## config.mk

```make
export PLATFORM = sky130hd
export DESIGN_NAME = mem_arbiter
export DESIGN_NICKNAME = d
export VERILOG_FILES = /design/src/rtl/mem_arbiter_pkg.sv /design/src/rtl/mem_arbiter_rr_arbiter2.sv /design/src/rtl/mem_arbiter.sv
export SDC_FILE = /design/constraint.sdc
export NUM_CORES = 1
export LEC_CHECK = 0
export ABC_AREA = 1
export CORE_AREA = 2 2 288 290
export DETAILED_ROUTE_END_ITERATION = 10
export DIE_AREA = 0 0 290 292
export RECOVER_POWER = 50
export SETUP_SLACK_MARGIN = 0.1
export SLEW_MARGIN = 10
export SYNTH_ARGS = -nofsm -noshare
export SYNTH_HDL_FRONTEND = slang
export SYNTH_SLANG_ARGS = --single-unit
```

## constraint.sdc

```tcl
create_clock -name clock -period 1.7 [get_ports clock]
set_input_delay 0.17 -clock clock [delete_from_list [all_inputs] [get_ports clock]]
set_output_delay 0.17 -clock clock [all_outputs]
set_load 0.02 [all_outputs]
```

## src/rtl/mem_arbiter_pkg.sv

```systemverilog
// Shared CPU-side definitions for the two-port main-memory arbiter:
// FSM states, requester indices and default bus widths.
package mem_arbiter_pkg;

   localparam int ADDR_W_DEF = 32;
   localparam int LINE_W_DEF = 128;

   localparam int REQ_IF = 0;
   localparam int REQ_DC = 1;

   typedef enum logic [1:0] {
      IDLE = 2'd0,
      WAIT = 2'd1,
      DONE = 2'd2
   } state_t;

   // One-hot completion vector for a requester index.
   function automatic logic [1:0] onehot2(input logic idx);
      return idx ? 2'b10 : 2'b01;
   endfunction

endpackage

```

## src/rtl/mem_arbiter_rr_arbiter2.sv

```systemverilog
// Two-way round-robin grant selection; purely combinational from the
// request vector and the index granted last.
module rr_arbiter2
   import mem_arbiter_pkg::*;
(
   input  logic [1:0] req,
   input  logic       last_grant,
   output logic       valid,
   output logic       grant
);

   assign valid = |req;

   always_comb begin
      // NOTE: every output of a combinational block gets a default before
      // the case, so no path leaves it unassigned and no latch is inferred.
      grant = last_grant;
      case (req)
         2'b01:   grant = 1'(REQ_IF);
         2'b10:   grant = 1'(REQ_DC);
         2'b11:   grant = ~last_grant;
         default: grant = last_grant;
      endcase
   end

endmodule

```

## src/rtl/mem_arbiter.sv

```systemverilog
// Arbitrates instruction-fetch and data-cache line requests onto a single
// main-memory port; one transaction at a time, round-robin on ties.
module mem_arbiter
   import mem_arbiter_pkg::*;
#(
   parameter int ADDR_W = ADDR_W_DEF,
   parameter int LINE_W = LINE_W_DEF
) (
   input  logic              clock,
   input  logic              reset,
   input  logic [1:0]        req,
   input  logic [1:0]        we,
   input  logic [ADDR_W-1:0] addr0,
   input  logic [ADDR_W-1:0] addr1,
   input  logic [LINE_W-1:0] wdata0,
   input  logic [LINE_W-1:0] wdata1,
   output logic [1:0]        ready,
   output logic [LINE_W-1:0] rdata,
   output logic              mem_req,
   output logic              mem_we,
   output logic [ADDR_W-1:0] mem_addr,
   output logic [LINE_W-1:0] mem_wdata,
   input  logic              mem_ready,
   input  logic [LINE_W-1:0] mem_rdata,
   output logic              busy
);

   localparam logic [ADDR_W-1:0] LINE_MASK = ~ADDR_W'(4'hF);

   state_t            state;
   state_t            state_nxt;
   logic              grant_valid;
   logic              grant_idx;
   logic              last_grant;
   logic              gnt_q;
   logic              load;
   logic              capture;
   logic [ADDR_W-1:0] sel_addr;
   logic [LINE_W-1:0] sel_wdata;

   rr_arbiter2 u_rr (
      .req        (req),
      .last_grant (last_grant),
      .valid      (grant_valid),
      .grant      (grant_idx)
   );

   assign sel_addr  = grant_idx ? addr1  : addr0;
   assign sel_wdata = grant_idx ? wdata1 : wdata0;

   // State register.
   always_ff @(posedge clock or negedge reset) begin
      // NOTE: sequential state uses non-blocking assignment so every flop
      // samples pre-edge values regardless of block ordering.
      if (!reset) state <= IDLE;
      else        state <= state_nxt;
   end

   always_comb begin
      state_nxt = state;
      load      = 1'b0;
      capture   = 1'b0;
      case (state)
         IDLE: begin
            if (grant_valid) begin
               load      = 1'b1;
               state_nxt = WAIT;
            end
         end
         WAIT: begin
            if (mem_ready) begin
               capture   = 1'b1;
               state_nxt = DONE;
            end
         end
         DONE:    state_nxt = IDLE;
         default: state_nxt = IDLE;
      endcase
   end

   // Outputs decode straight from the state flops, so reset clears them at once.
   always_comb begin
      mem_req = (state == WAIT);
      busy    = (state != IDLE);
      ready   = (state == DONE) ? onehot2(gnt_q) : 2'b00;
   end

   // Request payload is frozen at grant time and held through WAIT.
   always_ff @(posedge clock or negedge reset) begin
      // NOTE: the line-wide data registers are reset too, because the
      // memory port and rdata must read as zero straight after reset.
      if (!reset) begin
         last_grant <= 1'b1;
         gnt_q      <= 1'b0;
         mem_we     <= 1'b0;
         mem_addr   <= '0;
         mem_wdata  <= '0;
         rdata      <= '0;
      end else begin
         if (load) begin
            last_grant <= grant_idx;
            gnt_q      <= grant_idx;
            mem_we     <= we[grant_idx];
            mem_addr   <= sel_addr & LINE_MASK;
            mem_wdata  <= sel_wdata;
         end
         if (capture && !mem_we) begin
            rdata <= mem_rdata;
         end
      end
   end

endmodule

```

==> out/summary.log, run 1 <==
qor: timing.finalHoldViolations 0
qor: worst_hold_path.worst_hold_path.endpoint rdata[11]$_DFFE_PN0P_
qor: synthesis.synth-seq-cells 289
qor: global_route.grt_overflow 0
qor: floorplanning.fp.dieArea 84700 µm²
qor: synthesis.share_of_the_synthesized_netlist_area_taken_by_xor_and_xnor_gates 0%
qor: global_route.first_global_vias 15000
qor: synthesis.synth-compound-area-share 4.59%
qor: power.power.static_leakage 13.3 nW
qor: synthesis.ys_top_cells_by_count sky130_fd_sc_hd__nand2_1 (448), sky130_fd_sc_hd__nand3_1 (316), sky130_fd_sc_hd__inv_1 (291)
qor: routing.detail_route.wl_per_cell 18.6 µm
qor: synthesis.synthesis.instances 1776
qor: synthesis.synth.most_common_cell sky130_fd_sc_hd__nand2_1
qor: critical_path.timing.rr.end mem_addr[24]$_DFFE_PN0P_
qor: worst_hold_path.min_path_type in -> reg
qor: routing.detail_route.vias_per_cell 4.09
qor: critical_path.r2r-start last_grant$_DFFE_PN1P_
qor: critical_path.worstRegToRegCells 9
qor: timing.fin_worst_hold_slack 0.157 ns
qor: place.dp_worst_setup_slack -0.110 ns
qor: synthesis.area_share_of_the_leading_cell_type_in_the_synthesized_netlist 50.8%
qor: run.max-cap-violations 0
qor: synthesis.muxShareOfSynthArea 0%
qor: finish.multi_input_area 5430 µm²
qor: global_route.number_of_antenna_violations_at_the_first_check_in_global_routing 1
qor: floorplanning.floorplan.io_pins 748
qor: timing.max_slew_margin 29.3%
qor: routing.drt_drc_violations_left 0
qor: routing.via_count 15100
qor: cts.cts_root_buffer sky130_fd_sc_hd__clkbuf_16
qor: routing.detail_route.iter0.violations 863
qor: floorplanning.die_width 290 µm
qor: finish.post_route_cells_drive_above_1_share 11.3%
qor: critical_path.setup.worst_path.end_class register
qor: cts.cts_htree_levels 2
qor: critical_path.critPathKind reg -> reg
qor: synthesis.ys.flop_type sky130_fd_sc_hd__dfrtp_1
qor: timing.setup_repair_after_global_routing_missed_its_margin true
qor: finish.antenna_cells 0
qor: timing.timing.clock.skew 0.0207 ns
qor: cts.clkLatencyLatePin 0.55 ns
qor: timing.setup_slack 0.0626 ns
qor: place.dp_hpwl 46500 µm
qor: cts.tritoncts_clock_tree done
qor: routing.detail_route.wirelength 68800 µm
qor: critical_path.worst_setup_path_start_kind register
qor: floorplanning.core.rowCount 105
qor: critical_path.timing.critical_path.fanout_max 8
qor: synthesis.synth-adder-area-share 0%
qor: synthesis.yosysWarningCount 0
qor: synthesis.synth_top_cell_by_area sky130_fd_sc_hd__dfrtp_1
qor: timing.final-max-slew-violation-count 0
qor: synthesis.synth-seq-area-share 51.0%
qor: synthesis.avgSynthCellArea 7.98 µm²
qor: synthesis.synth.cell_area 14200 µm²
qor: global_route.grt_use_total 14.6%
qor: critical_path.critPathRequiredTime 2.18 ns
qor: floorplanning.floorplan.core_area 81600 µm²
qor: power.irDropWorstVdd 738 µV
qor: floorplanning.start_util 17.4%
qor: synthesis.fraction_of_the_mapped_netlist_area_in_simple_logic_gates 31.7%
qor: finish.design.final.nets 3065
qor: synthesis.synth_top_family_by_area simple AND/OR/NAND/NOR gates
qor: timing.setup-violations-final 0
qor: timing.timing.fmax 0.611 GHz
qor: synthesis.synth.area.top_cells sky130_fd_sc_hd__dfrtp_1 (51%), sky130_fd_sc_hd__nand2_1 (12%), sky130_fd_sc_hd__nand3_1 (11%)
qor: timing.tightestPinTransition 1.06 ns
qor: worst_hold_path.hold_path_startpoint mem_rdata[11]
qor: cts.clkTransAtPathRegs 0.06 ns
qor: critical_path.worst_setup_path_startpoint last_grant$_DFFE_PN1P_
qor: finish.layout.filler_cells 8603
qor: power.power_density 1710 nW/µm²
qor: floorplanning.die_h 292 µm
qor: finish.area.sequential 7230 µm²
qor: status.status finished, final reports clean
qor: critical_path.worst-endpoint-arrival 2.11 ns
qor: timing.finalCritPeriodShare 96.3%
qor: routing.firstDrtPassIters 5
qor: worst_hold_path.hold-path-cell-count 3
qor: finish.layout-area-overhead-vs-synth 83.0%
qor: cts.max-clock-path-buffers 3
qor: global_route.grt_max_degree 60
qor: place.place_congestion 0.905
qor: timing.timing.final.crit_period 1.64 ns
qor: cts.cts_buffers 36
qor: cts.cts_sinks 289
qor: critical_path.worst-r2r-setup-slack 0.06 ns
qor: synthesis.yosysUniqueCellTypes 19
qor: synthesis.synth_edf_count 0
qor: routing.final_antenna_net_count 0
qor: place.portBuffers 735
qor: global_route.grt_pass1_wl 95000 µm
qor: synthesis.async_sr_flop_fraction 100%
==> logic make-up (layout without fill, tap and decap cells) <==
family | count (synthesis) | in the layout
other | 1 | 4
flip-flops | 289 | 289
AO/OA/AOI/OAI | 130 | 130
AND/OR/NAND/NOR | 928 | 928
buffers and inverters | 428 | 1284
==> timing repair <==
| action | 4_1_cts | 5_1_grt |
|---|---|---|
| hold endpoints to repair | 43 | 0 |
| setup endpoints to repair | 362 | 122 |
| pin swaps | 12 | 48 |
| cloned | 9 | 23 |
| gates resized for setup | 352 | 102 |
| hold buffers | 1 | 0 |
| setup buffers | 13 | 15 |
==> worst max-delay path by stage <==
stage	end	slack (ns)	cells past startpoint
floorplan	mem_wdata[100]$_DFFE_PN0P_	0.34	8
global placement	mem_wdata[34]$_DFFE_PN0P_	-0.11	8
detailed placement	mem_wdata[34]$_DFFE_PN0P_	-0.11	8
CTS	mem_wdata[73]$_DFFE_PN0P_	0.05	9
global route	mem_wdata[84]$_DFFE_PN0P_	-0.001	9
finish	mem_addr[24]$_DFFE_PN0P_	0.06	9
==> report_power, final <==
part / internal (mW) / switching [mW] / leakage (nW)
registers: 10.2 / 1.87 / 3.58
logic: 10.1 / 14.2 / 9.11
clock network: 4.87 / 3.24 / 0.607
total: 25.1 / 19.3 / 13.3
==> through the flow <==
stage | cell area [µm²] | setup TNS [ns] | power [mW] | instances | utilization, %
finish | 25900 | 0 | 44.4 | 3705 | 31.8
global route | 25900 | -0.00101 | 47.2 | 3705 | 31.8
CTS | 25100 | 0 | 42.9 | 3670 | 30.8
detailed placement | 23700 | -7.37 | 35.7 | 3585 | 29.0
global placement | 23700 | -6.16 | 35.5 | 3585 | 29.0
floorplan | 14200 | 0 | 23.2 | 1779 | -
==> area by class of cell <==
cell class | instances | area share, %
repair buffers | 926 | 36.9
flip-flops and latches | 289 | 27.9
multi-input cells | 1062 | 20.9
well taps | 1070 | 5.16
inverters | 294 | 4.35
clock buffers | 54 | 4.16
clock inverters | 9 | 0.593
repair inverters | 1 | 0.0434
==> critical path, cell delays in order (launching register included) <==
cell and delay, ns:
sky130_fd_sc_hd__dfstp_2 0.55, sky130_fd_sc_hd__buf_6 0.10, sky130_fd_sc_hd__buf_6 0.10, sky130_fd_sc_hd__nand2_8 0.06, sky130_fd_sc_hd__buf_16 0.16, sky130_fd_sc_hd__buf_12 0.16, sky130_fd_sc_hd__nand3b_1 0.12, sky130_fd_sc_hd__nand3_2 0.11
sky130_fd_sc_hd__buf_6 0.15, sky130_fd_sc_hd__nand2_2 0.04
==> registers in the layout, summed over array words and instances, names as in the netlist <==
register,flops
mem_we,1
state,2
gnt_q,1
rdata,128
mem_wdata,128
last_grant,1
mem_addr,28
==> per-layer routing <==
layer	global-route usage, %	routed length, µm	up-vias
li1	-	-	7266
met1	17.7	28100	7140
met2	25.0	33300	646
met3	3.91	5390	97
met4	4.88	2010	0
met5	0	0	-
==> cell usage in the layout (no fill, tap or decap), drive strengths merged, types with 98 or more instances in the layout <==
cell and n:
dfrtp 288, clkbuf 98, nand3 316, o21ai 130
nand3b 157, clkdlybuf4s50 445, dlygate4sd2 282, buf 151
inv 297, nand2 449
(Power assumes the default switching activity.)
==> inputs of run 2 (changes only) <==
Settings changed: CORE_AREA 2 2 288 290 to 2 2 289 291, DIE_AREA 0 0 290 292 to 0 0 291 293, DONT_BUFFER_PORTS set to 1.
==> run 2 against run 1 <==
Compared with the run above: the flow now finishes with violations (hold timing); sequential power grew 43%; critical path depth shrank 2; combinational power shrank 51%; register-to-register slack gained 0.04 ns; clock skew shrank 0.0017 ns; non-clock buffer count shrank 376; count of clock-buffer cells in the layout shrank 4; fmax grew 2.3%; core utilization shrank 5.5 points; setup slack gained 0.037 ns; sequential cell count is the same; wire length shrank 16%; critical endpoint is now mem_wdata[24]$_DFFE_PN0P_.
==> out/summary.log, run 2 (synthesis results as in run 1) <==
qor: routing.drt_drc_violations_left 0
qor: routing.detail_route.wl_per_cell 17.5 µm
qor: floorplanning.floorplan.io_pins 748
qor: critical_path.critPathKind reg -> reg
qor: power.seq_power_share 47.2%
qor: cts.clkTransAtPathRegs 0.06 ns
qor: finish.utilization 26.3%
qor: critical_path.worst-r2r-setup-slack 0.1 ns
qor: floorplanning.start_util 17.3%
qor: cts.max-clock-path-buffers 3
qor: timing.tightestPinTransition 0.653 ns
qor: routing.routedLengthMet1 21400 µm
qor: cts.postCtsHoldBufs 443
qor: worst_hold_path.min_path_type in -> async
qor: floorplanning.core.rowCount 105
qor: timing.setup-violations-final 0
qor: finish.layout-area-overhead-vs-synth 52.1%
qor: routing.routed.top_layer met4
qor: finish.largestRegisters mem_wdata: 128 flops, rdata: 128 flops, mem_addr: 28 flops
qor: global_route.grt_use_total 12.7%
qor: global_route.number_of_antenna_violations_at_the_first_check_in_global_routing 2
qor: cts.cts_sinks 289
qor: cts.clkLatencyLatePin 0.54 ns
qor: timing.setup_repair_after_global_routing_missed_its_margin true
qor: critical_path.worst-endpoint-arrival 2.07 ns
qor: routing.final_antenna_net_count 0
qor: power.power.internal 19.4 mW
qor: routing.detail_route.iter0.violations 1009
qor: timing.timing.final.crit_period 1.60 ns
qor: critical_path.worstRegToRegCells 7
qor: critical_path.worst_setup_path_startpoint state[0]$_DFFE_PN0P_
qor: routing.wl_met3 5370 µm
qor: place.portBuffers 0
qor: routing.via_count 14400
qor: timing.max_slew_margin 56.4%
qor: floorplanning.fp.dieArea 85300 µm²
qor: timing.fin_worst_hold_slack -0.665 ns
qor: place.dp_hpwl 36700 µm
qor: floorplanning.die_width 291 µm
qor: finish.area.sequential 7230 µm²
qor: finish.multi_input_area 5220 µm²
qor: place.place_congestion 0.845
qor: critical_path.critical-path-slowest-cell sky130_fd_sc_hd__dfrtp_1
qor: power.power_density 1700 nW/µm²
qor: run.max-cap-violations 0
qor: power.design_power_total 36.6 mW
qor: finish.design.final.nets 2687
qor: cts.cts_root_buffer sky130_fd_sc_hd__clkbuf_16
qor: cts.cts_buffers 35
qor: power.power.share.clock 20.3%
qor: timing.final-max-slew-violation-count 0
qor: critical_path.critical-path-max-stage-delay 0.43 ns
qor: routing.detail_route.wirelength 58100 µm
qor: critical_path.setup.worst_path.end_class register
qor: timing.finalHoldViolations 289
qor: global_route.grt_max_degree 290
qor: timing.final.setup.tns 0 ns
qor: finish.mostFrequentLayoutCells sky130_fd_sc_hd__nand2_1 (444), sky130_fd_sc_hd__dlygate4sd3_1 (443), sky130_fd_sc_hd__nand3_1 (314), sky130_fd_sc_hd__inv_1 (290), sky130_fd_sc_hd__dfrtp_1 (288)
qor: routing.detail_route.vias_per_cell 4.33
qor: finish.most_frequent_standard_cell_in_the_layout_excluding_fill_and_tap_cells sky130_fd_sc_hd__nand2_1
qor: routing.route.met2.wl 27800 µm
qor: status.status finished, violations left
qor: global_route.grt_pass1_wl 85900 µm
qor: critical_path.timing.critical_path.fanout_max 29
qor: finish.post_route_cells_drive_above_1_share 7.72%
qor: finish.layout.filler_cells 8452
qor: timing.finalCritPeriodShare 94.1%
qor: status.failed_checks hold timing
qor: cts.tritoncts_clock_tree done
qor: power.irDropWorstVdd 889 µV
qor: critical_path.timing.rr.end mem_wdata[24]$_DFFE_PN0P_
qor: power.power.static_leakage 10.7 nW
qor: critical_path.worst_setup_path_start_kind register
qor: power.power.switching 17.2 mW
qor: floorplanning.die_h 293 µm
qor: critical_path.critPathRequiredTime 2.17 ns
qor: critical_path.crit_path_cell_trace inv_2 > nand2_2 > nor2_4 > buf_12 > buf_4 > nand3_1 > nand2_1
qor: power.power_frac_comb 32.6%
qor: routing.firstDrtPassIters 5
qor: timing.timing.fmax 0.625 GHz
qor: floorplanning.floorplan.core_area 81800 µm²
qor: global_route.grt_overflow 0
qor: critical_path.r2r-start state[0]$_DFFE_PN0P_
qor: power.power.switching_fraction 47.0%
qor: cts.cts_htree_levels 2
qor: global_route.first_global_vias 14600
qor: timing.timing.clock.skew 0.0190 ns
## run 2: changes by cell type in the layout (fill, tap and decap cells not counted), moves of 11 or more
cell / change
sky130_fd_sc_hd__buf_8: -11
sky130_fd_sc_hd__buf_6: -30
sky130_fd_sc_hd__buf_4: +19
sky130_fd_sc_hd__o21ai_1: +78
sky130_fd_sc_hd__clkbuf_16: -18
sky130_fd_sc_hd__nand2_1: +16
sky130_fd_sc_hd__nand3_1: +22
sky130_fd_sc_hd__clkdlybuf4s50_1: -445
sky130_fd_sc_hd__buf_16: -15
sky130_fd_sc_hd__dlygate4sd3_1: +442
sky130_fd_sc_hd__nand3_2: -23
sky130_fd_sc_hd__o21ai_0: -78
sky130_fd_sc_hd__clkbuf_2: -13
sky130_fd_sc_hd__dlygate4sd2_1: -282
## run 2: metal layers
metal | vias up | track usage, %
met5 | - | 0
met4 | 0 | 7.28
met3 | 218 | 3.64
met2 | 948 | 21.5
met1 | 6733 | 14.4
li1 | 6503 | -
## run 2: power groups by stage
stage	Sequential [mW]	Combinational, mW	Clock [mW]
floorplan	15.9	7.29	0
global placement	17.3	10.1	0
detailed placement	17.2	10.4	0
CTS	17.2	11.4	7.72
global route	17.5	13.3	7.97
finish	17.3	11.9	7.42
## run 2: worst max-delay path: cells and delay by family, from the launching register on
family	cells	cell delay [ns]
simple gates	4	0.47
buf+inv	3	0.59
flops	1	0.43
## run 2: area by class of cell
class | instances | share of cell area (%)
antenna | 2 | 0.0232
clock buffer | 50 | 4.65
clock inverter | 10 | 0.505
inverter | 294 | 5.14
multi-input combinational | 1062 | 24.2
sequential | 289 | 33.5
tap | 1070 | 6.21
timing repair buffer | 550 | 25.7
## run 2: timing repair
item                                   4_1_cts  5_1_grt
setup buffers                                1        3
gates cloned                                 2        1
endpoints found under the hold margin      576      289
pin swaps                                    1        4
setup endpoints to repair                   43      234
gates resized for setup                      6        8
## run 2: metrics by stage
stage | setup slack (ns) | std cells | area (µm²) | hold slack (ns)
after floorplan | 0.344 | 1779 | 14200 | -0.126
after global routing | 0.0261 | 3327 | 21600 | -0.721
after global placement | 0.0441 | 2815 | 15800 | -0.119
final | 0.0995 | 3327 | 21600 | -0.665
after detailed placement | 0.0162 | 2815 | 15800 | -0.121
after CTS | 0.0935 | 3321 | 21500 | -0.719
## run 2: worst max-delay path by stage
stage                                            end  slack (ns)
after global placement     mem_wdata[97]$_DFFE_PN0P_        0.04
after global routing       mem_wdata[24]$_DFFE_PN0P_        0.03
after detailed placement   mem_wdata[97]$_DFFE_PN0P_        0.02
after floorplan           mem_wdata[100]$_DFFE_PN0P_        0.34
final                      mem_wdata[24]$_DFFE_PN0P_         0.1
after CTS                  mem_wdata[79]$_DFFE_PN0P_        0.09
==> inputs of run 3 (changes only) <==
Settings changed: ABC_AREA 1 to not set, CORE_AREA 2 2 289 291 to 2 2 292 294, DIE_AREA 0 0 291 293 to 0 0 294 296.
==> run 3 against run 2 <==
Compared with the run above: the flow still finishes with violations (hold timing); sequential power rose by 4%; setup slack worse by 0.076 ns; register-to-register slack lost 0.08 ns; critical path depth decreased by 3; sequential share of layout area grew 0.34 points; synthesized cell count fell by 32%; total power grew 9.5%; via count decreased by 10%; largest cell class unchanged; fmax shrank 4.5%; die area rose by 2.1%; count of clock-buffer cells in the layout shrank 3.
==> out/summary.log, run 3 <==
qor: finish.final_cell_count_no_fill 2787
qor: floorplanning.fp.dieArea 87000 µm²
qor: cts.tritoncts_clock_tree done
qor: global_route.first_global_vias 12900
qor: place.place_congestion 0.808
qor: synthesis.synth.most_common_cell sky130_fd_sc_hd__dfrtp_1
qor: cts.max-clock-path-buffers 3
qor: critical_path.timing.rr.end mem_wdata[68]$_DFFE_PN0P_
qor: run.max-cap-violations 0
qor: critical_path.r2r-start last_grant$_DFFE_PN1P_
qor: place.placement.cell_area 14500 µm²
qor: finish.layout.filler_cells 8498
qor: power.irDropWorstVdd 816 µV
qor: synthesis.synth.area.top_cells sky130_fd_sc_hd__dfrtp_1 (56%), sky130_fd_sc_hd__mux2_1 (11%), sky130_fd_sc_hd__a31oi_1 (7.6%)
qor: global_route.grt_use_total 12.9%
qor: critical_path.worst-r2r-setup-slack 0.02 ns
qor: finish.largestRegisters mem_wdata: 128 flops, rdata: 128 flops, mem_addr: 28 flops
qor: timing.timing.clock.skew 0.00966 ns
qor: place.placed_cells 2239
qor: critical_path.crit_path_cell_trace or2_4 > buf_12 > nand3_1 > a31oi_4
qor: place.dp_hpwl 37700 µm
qor: critical_path.timing.critical_path.fanout_max 45
qor: critical_path.worst_setup_path_startpoint last_grant$_DFFE_PN1P_
qor: synthesis.synth-adder-area-share 0%
qor: synthesis.synth_top_family_by_area compound AO/OA/AOI/OAI gates
qor: power.power.internal 21.9 mW
qor: place.portBuffers 0
qor: synthesis.synth_edf_count 0
qor: timing.finalCritPeriodShare 98.6%
qor: synthesis.yosysWarningCount 0
qor: power.power_density 1880 nW/µm²
qor: critical_path.critical-path-slowest-cell sky130_fd_sc_hd__dfstp_2
qor: routing.detail_route.iter0.violations 1153
qor: synthesis.ys_top_cells_by_count sky130_fd_sc_hd__dfrtp_1 (288), sky130_fd_sc_hd__a21oi_1 (157), sky130_fd_sc_hd__a31oi_1 (157), sky130_fd_sc_hd__nand3_1 (157), sky130_fd_sc_hd__o21ai_0 (157)
qor: routing.final_antenna_net_count 0
qor: power.seq_power_share 44.9%
qor: finish.design.final.nets 2116
qor: floorplanning.core.rowCount 107
qor: finish.post_route_cells_drive_above_1_share 16.1%
qor: timing.final-max-slew-violation-count 0
qor: synthesis.area_share_of_the_leading_cell_type_in_the_synthesized_netlist 55.9%
qor: critical_path.worstSetupEndpoint mem_wdata[68]$_DFFE_PN0P_
qor: critical_path.critPathKind reg -> reg
qor: routing.firstDrtPassIters 7
qor: synthesis.synth-seq-cells 289
qor: floorplanning.die_h 296 µm
qor: timing.tightestPinTransition 0.773 ns
qor: synthesis.ys.flop_type sky130_fd_sc_hd__dfrtp_1
qor: synthesis.synth-compound-area-share 19.9%
qor: timing.setup_slack 0.0239 ns
qor: cts.postCtsHoldBufs 443
qor: critical_path.setup.worst_path.end_class register
qor: cts.cts_sinks 289
qor: critical_path.worst-endpoint-arrival 2.17 ns
qor: power.power.switching 18.2 mW
qor: cts.cts_buffers 31
qor: timing.setup_repair_after_global_routing_missed_its_margin true
qor: synthesis.share_of_the_synthesized_netlist_area_taken_by_xor_and_xnor_gates 0%
qor: timing.finalHoldViolations 289
qor: power.power_frac_comb 37.6%
qor: routing.detail_route.wirelength 65300 µm
qor: timing.final.setup.tns 0 ns
qor: synthesis.yosysUniqueCellTypes 23
qor: timing.timing.fmax 0.597 GHz
qor: power.power.share.clock 17.5%
qor: floorplanning.start_util 15.3%
qor: routing.drt_drc_violations_left 0
qor: power.power.switching_fraction 45.3%
qor: critical_path.worst_setup_path_start_kind register
qor: synthesis.async_sr_flop_fraction 100%
qor: worst_hold_path.min_path_type in -> async
qor: power.design_power_total 40.1 mW
qor: critical_path.critical-path-max-stage-delay 0.60 ns
qor: place.dp_worst_setup_slack -0.00440 ns
qor: global_route.number_of_antenna_violations_at_the_first_check_in_global_routing 12
qor: cts.clkLatencyLatePin 0.58 ns
qor: routing.detail_route.wl_per_cell 23.4 µm
qor: finish.layout-area-overhead-vs-synth 65.6%
qor: floorplanning.floorplan.io_pins 748
qor: routing.detail_route.vias_per_cell 4.64
qor: synthesis.synth_top_cell_by_area sky130_fd_sc_hd__dfrtp_1
qor: global_route.grt_pass1_wl 85400 µm
qor: critical_path.critPathRequiredTime 2.20 ns
qor: power.power.static_leakage 8.36 nW
qor: finish.layout.cell_area.non_filler 21300 µm²
qor: floorplanning.floorplan.core_area 84200 µm²
qor: routing.via_count 12900
qor: timing.setup-violations-final 0
qor: finish.most_frequent_standard_cell_in_the_layout_excluding_fill_and_tap_cells sky130_fd_sc_hd__dlygate4sd3_1
qor: synthesis.avgSynthCellArea 10.7 µm²
qor: synthesis.fraction_of_the_mapped_netlist_area_in_simple_logic_gates 6.72%
qor: global_route.grt_max_degree 290
qor: floorplanning.die_width 294 µm
qor: cts.clkTransAtPathRegs 0.06 ns
qor: synthesis.synthesis.instances 1204
qor: status.failed_checks hold timing
qor: timing.timing.final.crit_period 1.68 ns
qor: timing.max_slew_margin 48.5%
qor: cts.cts_root_buffer sky130_fd_sc_hd__clkbuf_16
qor: timing.fin_worst_hold_slack -0.716 ns
qor: status.status finished, violations left
qor: critical_path.worstRegToRegCells 4
qor: cts.cts_htree_levels 1
qor: synthesis.synth.cell_area 12900 µm²
qor: finish.mostFrequentLayoutCells sky130_fd_sc_hd__dlygate4sd3_1 (443), sky130_fd_sc_hd__dfrtp_1 (288), sky130_fd_sc_hd__a21oi_1 (157), sky130_fd_sc_hd__nand3_1 (156), sky130_fd_sc_hd__o21ai_0 (148)
qor: finish.utilization 25.4%
qor: synthesis.synth-seq-area-share 56.1%
qor: synthesis.muxShareOfSynthArea 11.4%
qor: global_route.grt_overflow 0
-- run 3: critical path, delay by kind of cell, from the launching register on --
family          cells  cell delay [ns]
compound gates      1             0.24
flops               1             0.60
buf+inv             1             0.23
simple gates        2             0.45
-- run 3: worst min-delay path by stage --
| stage | start | to | slack (ns) | depth (start not counted) |
|---|---|---|---|---|
| 6_report | reset | rdata[123]$_DFFE_PN0P_ | -0.72 | 0 |
| 5_1_grt | reset | rdata[0]$_DFFE_PN0P_ | -0.74 | 0 |
| 4_1_cts | reset | rdata[0]$_DFFE_PN0P_ | -0.77 | 0 |
| 3_5_place_dp | reset | rdata[0]$_DFFE_PN0P_ | -0.12 | 0 |
| 3_3_place_gp | reset | rdata[127]$_DFFE_PN0P_ | -0.12 | 0 |
| 2_1_floorplan | reset | gnt_q$_DFFE_PN0P_ | -0.13 | 0 |
-- run 3: power groups by stage --
stage	sequential, mW	clock, mW	combinational, mW
after CTS	17.8	7.20	12.9
after global placement	17.8	0	9.75
after detailed placement	17.8	0	10.0
after global routing	18.3	7.39	16.1
final	18.0	7.02	15.1
after floorplan	16.4	0	6.90
-- run 3: cell type report --
cell class	instances	area [µm²]	area share [%]
flip-flops and latches	289	7230	33.9
diodes	12	30.0	0.141
multi-input cells	776	5500	25.8
repair buffers	561	6170	28.9
inverters	2	11.3	0.0527
clock inverters	10	134	0.627
well taps	1090	1360	6.39
clock buffers	47	906	4.24
-- run 3: what timing repair did --
| item | in CTS | in global routing |
|---|---|---|
| buffers inserted | 12 | 8 |
| gates resized for setup | 72 | 86 |
| gates cloned | 8 | 10 |
| setup endpoints to repair | 187 | 292 |
| hold endpoints to repair | 576 | 289 |
| pin swaps | 3 | 11 |
-- run 3: logic make-up (layout without fill, tap and decap cells) --
kind of cell,count (synthesis),after routing
buffers and inverters,142,620
multiplexers,130,130
flip-flops,289,289
other,1,16
AND/OR/NAND/NOR,170,170
AO/OA/AOI/OAI,472,472
-- run 3: per-layer routing --
metal,up-vias,global-route usage [%],routed length (µm)
li1,5395,-,-
met1,6269,15.2,24000
met2,1024,21.1,30200
met3,241,3.24,6740
met4,4,7.95,4310
met5,-,0,25
